===== src/rtl/ccip_avmm_pkg.sv =====
// Shared CCI-P MMIO and Avalon-MM bridge types, plus the bypass-window decode helper.
package ccip_avmm_pkg;

   typedef struct packed {
      logic [15:0] address;
      logic [1:0]  length;
      logic [8:0]  tid;
   } t_ccip_c0_ReqMmioHdr;

   typedef struct packed {
      t_ccip_c0_ReqMmioHdr hdr;
      logic [63:0]         data;
      logic                mmioRdValid;
      logic                mmioWrValid;
   } t_if_ccip_c0_Rx;

   typedef struct packed {
      logic [8:0] tid;
   } t_ccip_c2_RspMmioHdr;

   typedef struct packed {
      t_ccip_c2_RspMmioHdr hdr;
      logic                mmioRdValid;
      logic [63:0]         data;
   } t_if_ccip_c2_Tx;

   typedef struct packed {
      logic        is_read;
      logic        is_64;
      logic [15:0] addr;
      logic [63:0] data;
   } t_ccip_avmm_mmio_cmd;

   typedef struct packed {
      logic        hi_flag;
      logic [8:0]  tid;
      logic [31:0] age;
   } t_ccip_avmm_mmio_rd_track;

   localparam logic [63:0] CCIP_AVMM_MMIO_ERR_DATA = '1;

   // Subtraction form avoids overflow when the window ends at the top of the address space.
   function automatic logic in_bypass_window(input logic [31:0] addr,
                                             input logic [31:0] base,
                                             input logic [31:0] size);
      return (size != 32'd0) && (addr >= base) && ((addr - base) < size);
   endfunction

endpackage


===== src/rtl/ccip_avmm_sync_fifo.sv =====
// Show-ahead synchronous FIFO: dout presents the head entry whenever empty is low.
module ccip_avmm_sync_fifo #(
   parameter int unsigned WIDTH = 8,
   parameter int unsigned DEPTH = 16
) (
   input  logic                     clk,
   input  logic                     reset,
   input  logic                     push,
   input  logic [WIDTH-1:0]         din,
   input  logic                     pop,
   output logic [WIDTH-1:0]         dout,
   output logic                     full,
   output logic                     empty,
   output logic [$clog2(DEPTH):0]   usedw
);

   localparam int unsigned AW = $clog2(DEPTH);

   logic [WIDTH-1:0] mem_q [DEPTH];
   logic [AW-1:0]    wr_ptr_q, rd_ptr_q;
   logic [AW:0]      cnt_q;
   logic             do_push, do_pop;

   assign full    = (cnt_q == (AW+1)'(DEPTH));
   assign empty   = (cnt_q == '0);
   assign do_push = push & ~full;
   assign do_pop  = pop & ~empty;
   assign dout    = mem_q[rd_ptr_q];
   assign usedw   = cnt_q;

   always_ff @(posedge clk) begin
      if (do_push) mem_q[wr_ptr_q] <= din;
   end

   always_ff @(posedge clk) begin
      if (reset) begin
         wr_ptr_q <= '0;
         rd_ptr_q <= '0;
         cnt_q    <= '0;
      end else begin
         if (do_push) wr_ptr_q <= wr_ptr_q + AW'(1);
         if (do_pop)  rd_ptr_q <= rd_ptr_q + AW'(1);
         cnt_q <= cnt_q + (AW+1)'(do_push) - (AW+1)'(do_pop);
      end
   end

endmodule


===== src/rtl/ccip_avmm_mmio_v2.sv =====
// CCI-P MMIO to Avalon-MM master bridge with a command queue, in-order read tracking
// and timeout conversion of lost reads into all-ones responses.
module ccip_avmm_mmio_v2
   import ccip_avmm_pkg::*;
#(
   parameter int unsigned ADDR_WIDTH         = 18,
   parameter int unsigned CMD_FIFO_DEPTH     = 16,
   parameter int unsigned MAX_OUTSTANDING_RD = 64,
   parameter int unsigned BYPASS0_ADDR       = 0,
   parameter int unsigned BYPASS0_SIZE       = 0,
   parameter int unsigned BYPASS1_ADDR       = 0,
   parameter int unsigned BYPASS1_SIZE       = 0,
   parameter int unsigned RD_TIMEOUT         = 4096
) (
   input  logic                  clk,
   input  logic                  reset,
   input  t_if_ccip_c0_Rx        ccip_c0_Rx_port,
   output t_if_ccip_c2_Tx        ccip_c2_Tx_port,
   output logic [ADDR_WIDTH-1:0] avmm_address,
   output logic [63:0]           avmm_writedata,
   output logic [7:0]            avmm_byteenable,
   output logic                  avmm_write,
   output logic                  avmm_read,
   input  logic                  avmm_waitrequest,
   input  logic [63:0]           avmm_readdata,
   input  logic                  avmm_readdatavalid,
   output logic                  err_cmd_overflow,
   output logic [15:0]           err_timeout_cnt
);

   localparam int unsigned CMD_W = $bits(t_ccip_avmm_mmio_cmd);
   localparam int unsigned TRK_W = 10;
   localparam int unsigned OW    = $clog2(MAX_OUTSTANDING_RD) + 1;

   logic [31:0]         c0_byte_addr;
   logic                bypass;
   logic                req_v_q, req_rd_q;
   t_ccip_c0_ReqMmioHdr req_hdr_q;
   logic [63:0]         req_data_q;
   t_ccip_avmm_mmio_cmd cmd_in, cmd_head;
   logic [CMD_W-1:0]    cmd_dout;
   logic                cmd_full, cmd_empty, cmd_push, cmd_pop, accept_ok;
   logic [TRK_W-1:0]    trk_din, trk_dout;
   logic                trk_full, trk_empty, trk_push, trk_pop;
   t_ccip_avmm_mmio_rd_track trk_head;
   logic [$clog2(CMD_FIFO_DEPTH):0]     unused_cmd_usedw;
   logic [$clog2(MAX_OUTSTANDING_RD):0] unused_trk_usedw;
   logic [OW-1:0]       issued_q;
   logic [31:0]         age_q;
   logic [15:0]         drop_q;
   logic                rd_issue, data_take, late_drop, timeout_hit, to_fire;
   logic                rsp_valid_q;
   logic [8:0]          rsp_tid_q;
   logic [63:0]         rsp_data_q;

   assign c0_byte_addr = {14'd0, ccip_c0_Rx_port.hdr.address, 2'b00};
   assign bypass = in_bypass_window(c0_byte_addr, BYPASS0_ADDR, BYPASS0_SIZE) |
                   in_bypass_window(c0_byte_addr, BYPASS1_ADDR, BYPASS1_SIZE);

   always_ff @(posedge clk) begin
      if (reset) begin
         req_v_q <= 1'b0;
      end else begin
         req_v_q <= (ccip_c0_Rx_port.mmioRdValid | ccip_c0_Rx_port.mmioWrValid) & ~bypass;
      end
      req_rd_q   <= ccip_c0_Rx_port.mmioRdValid;
      req_hdr_q  <= ccip_c0_Rx_port.hdr;
      req_data_q <= ccip_c0_Rx_port.data;
   end

   always_comb begin
      cmd_in         = '0;
      cmd_in.is_read = req_rd_q;
      cmd_in.is_64   = |req_hdr_q.length;
      cmd_in.addr    = req_hdr_q.address;
      cmd_in.data    = cmd_in.is_64 ? req_data_q : {2{req_data_q[31:0]}};
   end

   // A read that cannot get a tracker slot is treated like a command-queue overflow.
   assign accept_ok = req_v_q & ~cmd_full & ~(req_rd_q & trk_full);
   assign cmd_push  = accept_ok;
   assign trk_push  = accept_ok & req_rd_q;
   assign trk_din   = {~cmd_in.is_64 & req_hdr_q.address[0], req_hdr_q.tid};

   always_ff @(posedge clk) begin
      if (reset)                       err_cmd_overflow <= 1'b0;
      else if (req_v_q && !accept_ok)  err_cmd_overflow <= 1'b1;
   end

   ccip_avmm_sync_fifo #(
      .WIDTH (CMD_W),
      .DEPTH (CMD_FIFO_DEPTH)
   ) u_cmd_fifo (
      .clk   (clk),
      .reset (reset),
      .push  (cmd_push),
      .din   (cmd_in),
      .pop   (cmd_pop),
      .dout  (cmd_dout),
      .full  (cmd_full),
      .empty (cmd_empty),
      .usedw (unused_cmd_usedw)
   );

   ccip_avmm_sync_fifo #(
      .WIDTH (TRK_W),
      .DEPTH (MAX_OUTSTANDING_RD)
   ) u_trk_fifo (
      .clk   (clk),
      .reset (reset),
      .push  (trk_push),
      .din   (trk_din),
      .pop   (trk_pop),
      .dout  (trk_dout),
      .full  (trk_full),
      .empty (trk_empty),
      .usedw (unused_trk_usedw)
   );

   assign cmd_head        = t_ccip_avmm_mmio_cmd'(cmd_dout);
   assign avmm_address    = ADDR_WIDTH'({cmd_head.addr[15:1], 3'b000});
   assign avmm_writedata  = cmd_head.data;
   assign avmm_byteenable = cmd_head.is_64 ? 8'hFF : (cmd_head.addr[0] ? 8'hF0 : 8'h0F);
   assign avmm_read  = ~cmd_empty & cmd_head.is_read & (issued_q < OW'(MAX_OUTSTANDING_RD));
   assign avmm_write = ~cmd_empty & ~cmd_head.is_read;
   assign cmd_pop    = (avmm_read | avmm_write) & ~avmm_waitrequest;
   assign rd_issue   = avmm_read & ~avmm_waitrequest;

   assign trk_head = '{hi_flag: trk_dout[9], tid: trk_dout[8:0], age: age_q};

   // issued_q counts tracker entries whose read is on the bus; the head is the oldest of them.
   assign data_take   = avmm_readdatavalid & (drop_q == 16'd0) & (issued_q != '0) & ~trk_empty;
   assign late_drop   = avmm_readdatavalid & (drop_q != 16'd0);
   assign timeout_hit = (RD_TIMEOUT != 0) && (issued_q != '0) && (trk_head.age == RD_TIMEOUT);
   assign to_fire     = timeout_hit & ~data_take;
   assign trk_pop     = data_take | to_fire;

   always_ff @(posedge clk) begin
      if (reset) begin
         issued_q        <= '0;
         age_q           <= '0;
         drop_q          <= '0;
         err_timeout_cnt <= '0;
         rsp_valid_q     <= 1'b0;
      end else begin
         issued_q    <= issued_q + OW'(rd_issue) - OW'(trk_pop);
         drop_q      <= drop_q - 16'(late_drop) + 16'(to_fire);
         rsp_valid_q <= trk_pop;
         if (trk_pop)                age_q <= '0;
         else if (issued_q != '0)    age_q <= age_q + 32'd1;
         if (to_fire && err_timeout_cnt != 16'hFFFF) err_timeout_cnt <= err_timeout_cnt + 16'd1;
      end
      rsp_tid_q  <= trk_head.tid;
      rsp_data_q <= to_fire ? CCIP_AVMM_MMIO_ERR_DATA :
                    {avmm_readdata[63:32],
                     trk_head.hi_flag ? avmm_readdata[63:32] : avmm_readdata[31:0]};
   end

   always_comb begin
      ccip_c2_Tx_port             = '0;
      ccip_c2_Tx_port.hdr.tid     = rsp_tid_q;
      ccip_c2_Tx_port.mmioRdValid = rsp_valid_q;
      ccip_c2_Tx_port.data        = rsp_data_q;
   end

endmodule


===== config.mk =====
export PLATFORM = sky130hd
export DESIGN_NAME = ccip_avmm_mmio_v2
export DESIGN_NICKNAME = d
export VERILOG_FILES = /design/src/rtl/ccip_avmm_pkg.sv /design/src/rtl/ccip_avmm_sync_fifo.sv /design/src/rtl/ccip_avmm_mmio_v2.sv
export SDC_FILE = /design/constraint.sdc
export NUM_CORES = 2
export LEC_CHECK = 0
export CAP_MARGIN = 20
export CORE_MARGIN = 5
export CORE_UTILIZATION = 40
export DETAILED_ROUTE_END_ITERATION = 12
export HOLD_SLACK_MARGIN = 0.06
export SYNTH_ARGS = -nofsm -noshare
export SYNTH_HDL_FRONTEND = slang
export SYNTH_SLANG_ARGS = --single-unit

===== constraint.sdc =====
create_clock -name clk -period 24.8 [get_ports clk]
set_input_delay 7.44 -clock clk [delete_from_list [all_inputs] [get_ports clk]]
set_output_delay 7.44 -clock clk [all_outputs]
set_load 0.1 [all_outputs]

==> out/qor.yml <==
status:
  outcome: "finished clean"
setup_path:
  critPathTopFamily: "buffers and inverters"
  crit_type: "reg2out"
  cpPeakStageDelay_ps: 1010
  worstPathArrival_ps: 7410
  crit_buf_inv: 6
  worstPathMaxFanout: 47
  r2r_slack_ps: 20170
  critPathRequiredTime_ps: 17360
  worstPathCellList: "buf_4 > buf_4 > buf_4 > buf_4 > buf_12 > mux4_2 > mux4_2 > clkdlybuf4s50_1"
  r2r-start: "issued_q[2]$_SDFF_PP0_"
  r2r-end: "drop_q[14]$_SDFF_PP0_"
  cpMostUsedCell: "buf_4"
  end_kind: "output port"
  cp-start-kind: "register"
  rr_worst_depth: 18
  cpMaxStageDelayCell: "clkdlybuf4s50_1"
sta:
  fmax_mhz: 67.34
  layout_min_cycle_time_ps: 14850
  whs_ps: 480.1
  period_share_pct: 59.88
  fin_tns_setup_ps: 0
  skew_ps: 62.78
  hold_viol: 0
  layout_setup_ws_ps: 9949
  slew_headroom_pct: 18.51
  finalMaxSlewViolations: 0
  setup-violations-final: 0
  tightest_slew_ps: 1219
  rsz0062_at_grt: "false"
global_routing:
  gr-total-overflow: 0
  antenna_found_initial: 9
  grt_max_degree: 161
  grt_util_all_layers_pct: 17.61
  grt_pass1_wl_mm: 288.7
  grt_pass1_vias: 41400
yosys:
  yosys.area_share.simple_pct: 3.114
  syn_inst: 3968
  synth_ff_type: "edfxtp_1"
  synth-compound-area-share_pct: 1.070
  yosysTopAreaCellShare_pct: 69.44
  synth-xor-area-share_pct: 0.7678
  ys_warn_count: 0
  ys_seq_area_share_pct: 76.11
  synth-async-reset-ratio_pct: 0
  ys_types: 64
  netlist_top_cells_area: "edfxtp_1 (69%), mux4_2 (16%), dfxtp_1 (6.7%)"
  synth-edff-count: 1952
  synth_top_family_by_area: "multiplexers"
  synth_mux_area_share_pct: 16.65
  syn_avg_cell_area_sq_um: 21.27
  synth-seq-cells: 2233
  synth_area_sq_um: 84410
  yosys.area.top_type: "edfxtp_1"
  yosys.area_share.adder_pct: 0.9398
detailed_routing:
  vias: 40450
  routed_wl_mm: 197.2
  initialDrtViolationCount: 3670
  wire_per_inst_microns: 26.47
  viasPerCell: 5.431
  firstDrtPassIters: 5
  drtAntennaViolNets: 0
  drc: 0
clocking:
  cts_sinks: 2233
  cts_tree: "done"
  cts.clk_slew.worst_paths_ps: 60
  cts_buffers: 223
  cts_setup_buffers: 0
  root_buffer: "clkbuf_16"
  clkLatencyLatePin_ps: 850
  cts.path.max_buffers: 3
  h-tree-depth: 4
  cts_resized: 0
  cts_hold_buffers: 0
placed_design:
  port_buffers: 340
  numPlacedInstances: 6999
  pre_cts_ws_ps: 10430
  hpwl_mm: 106.1
  placed_area_sq_um: 91360
  gp_congestion: 0.7562
power:
  p_seq_share_pct: 44.1
  p_total_mw: 9.696
  cell_internal_pwr_mw: 6.920
  power_frac_comb_pct: 20.8
  leakagePower_nw: 30.86
  power.density_nw_per_um2: 97.74
  ir_worst_vdd_mv: 0.1089
  p_sw_mw: 2.776
  pwr-share-clk_pct: 35.1
  p_sw_share_pct: 28.63
final_layout:
  regArea_sq_um: 64280
  fin_util_pct: 47.29
  multi_input_area_sq_um: 19140
  fillers: 17300
  area.growth.synth_to_final_pct: 17.53
  final_cells: 7448
  final_cell_area_sq_um: 99200
  drive_above_1_share_pct: 24.06
  nets: 4664
worst_hold_path:
  min_path_type: "reg2reg"
  hold_start: "err_cmd_overflow$_SDFFE_PP0P_"
  hold_end: "err_cmd_overflow$_SDFFE_PP0P_"
  hold_depth: 2
die:
  die_area_sq_um: 220300
  ios: 344
  start_util_pct: 40.24
  design.core.area_sq_um: 209800
  num_rows: 168
  die_w_microns: 469.4
  fp.dieH_microns: 469.4
run:
  max_cap_violations: 0
==> layout by cell type, fill, tap and decap left out, types with 45 or more instances in the layout <==
cell type and instances:
clkdlybuf4s50_1 339, nand2_1 50, edfxtp_1 1952, xnor2_1 45, nand3_1 91, inv_1 78, mux4_2 600, nor2_1 186
ha_1 57, clkbuf_1 61, dfxtp_1 265, o21ai_0 49, buf_4 78, clkbuf_16 224
==> state kept, by name, summed over array words and instances (netlist names), 7 cells and up, named ones only <==
register / flops
drop_q: 16
err_timeout_cnt: 16
u_cmd_fifo.mem_q: 1312
age_q: 32
req_hdr_q: 11
u_trk_fifo.mem_q: 640
rsp_data_q: 64
rsp_tid_q: 9
req_data_q: 64
cmd_in: 16
u_trk_fifo.usedw: 7
issued_q: 7
==> synth_stat cells (18+ instances only) <==
library cell  instances
nand2b_1             40
buf_2                23
nor4_1               23
dfxtp_1             281
buf_1                47
nand3_1              91
ha_1                 57
nand2_1              50
a22oi_1              18
xnor2_1              45
mux4_2              600
nor2_1              191
o21ai_0              49
inv_1                79
a21oi_1              32
mux2_2               35
nor2b_1              19
edfxtp_1           1952
xor2_1               29
clkbuf_1            118
nor3_1               28
==> routing by layer <==
| layer | track usage [%] | wire length, microns |
|---|---|---|
| met1 | 24.94 | 84580 |
| met2 | 28.32 | 95450 |
| met3 | 3.255 | 12470 |
| met4 | 4.680 | 4639 |
| met5 | 0 | 39 |
==> worst max path at each step <==
stage | to | cells after the start
after floorplan | avmm_byteenable[1] | 6
after global routing | avmm_writedata[17] | 8
after global placement | avmm_writedata[17] | 7
after detailed placement | avmm_writedata[17] | 7
after CTS | avmm_writedata[17] | 7
final | avmm_writedata[17] | 8
==> worst min-delay path, stage by stage, from the launching register on <==
cell and delay, ps:
dfxtp_1 330, a21oi_1 40, nor2_1 70
==> layout make-up <==
class	instances	area share [%]
well taps	2805	3.538
flip-flops and latches	2233	64.79
repair buffers	447	4.503
inverters	79	0.3002
clock buffers	310	6.228
clock inverters	111	1.336
multi-input cells	1458	19.29
diodes	5	0.01261
==> power by group through the flow <==
stage / Clock [mW] / Sequential, mW / Combinational [mW]
2_1_floorplan: 0 / 4.40 / 1.50
3_3_place_gp: 0 / 4.36 / 2.01
3_5_place_dp: 0 / 4.36 / 2.03
4_1_cts: 3.48 / 4.28 / 2.03
5_1_grt: 3.65 / 4.29 / 2.14
6_report: 3.40 / 4.28 / 2.02
==> cells by family after synthesis <==
| group | count (synthesis) |
|---|---|
| xor gates and xnor gates | 74 |
| muxes | 650 |
| AOI/OAI and AO/OA | 141 |
| other | 1 |
| and+or+nand+nor | 529 |
| buffers and inverters | 279 |
| adders and majority gates | 61 |
| DFF | 2233 |
Power figures use the tool's default switching activity.
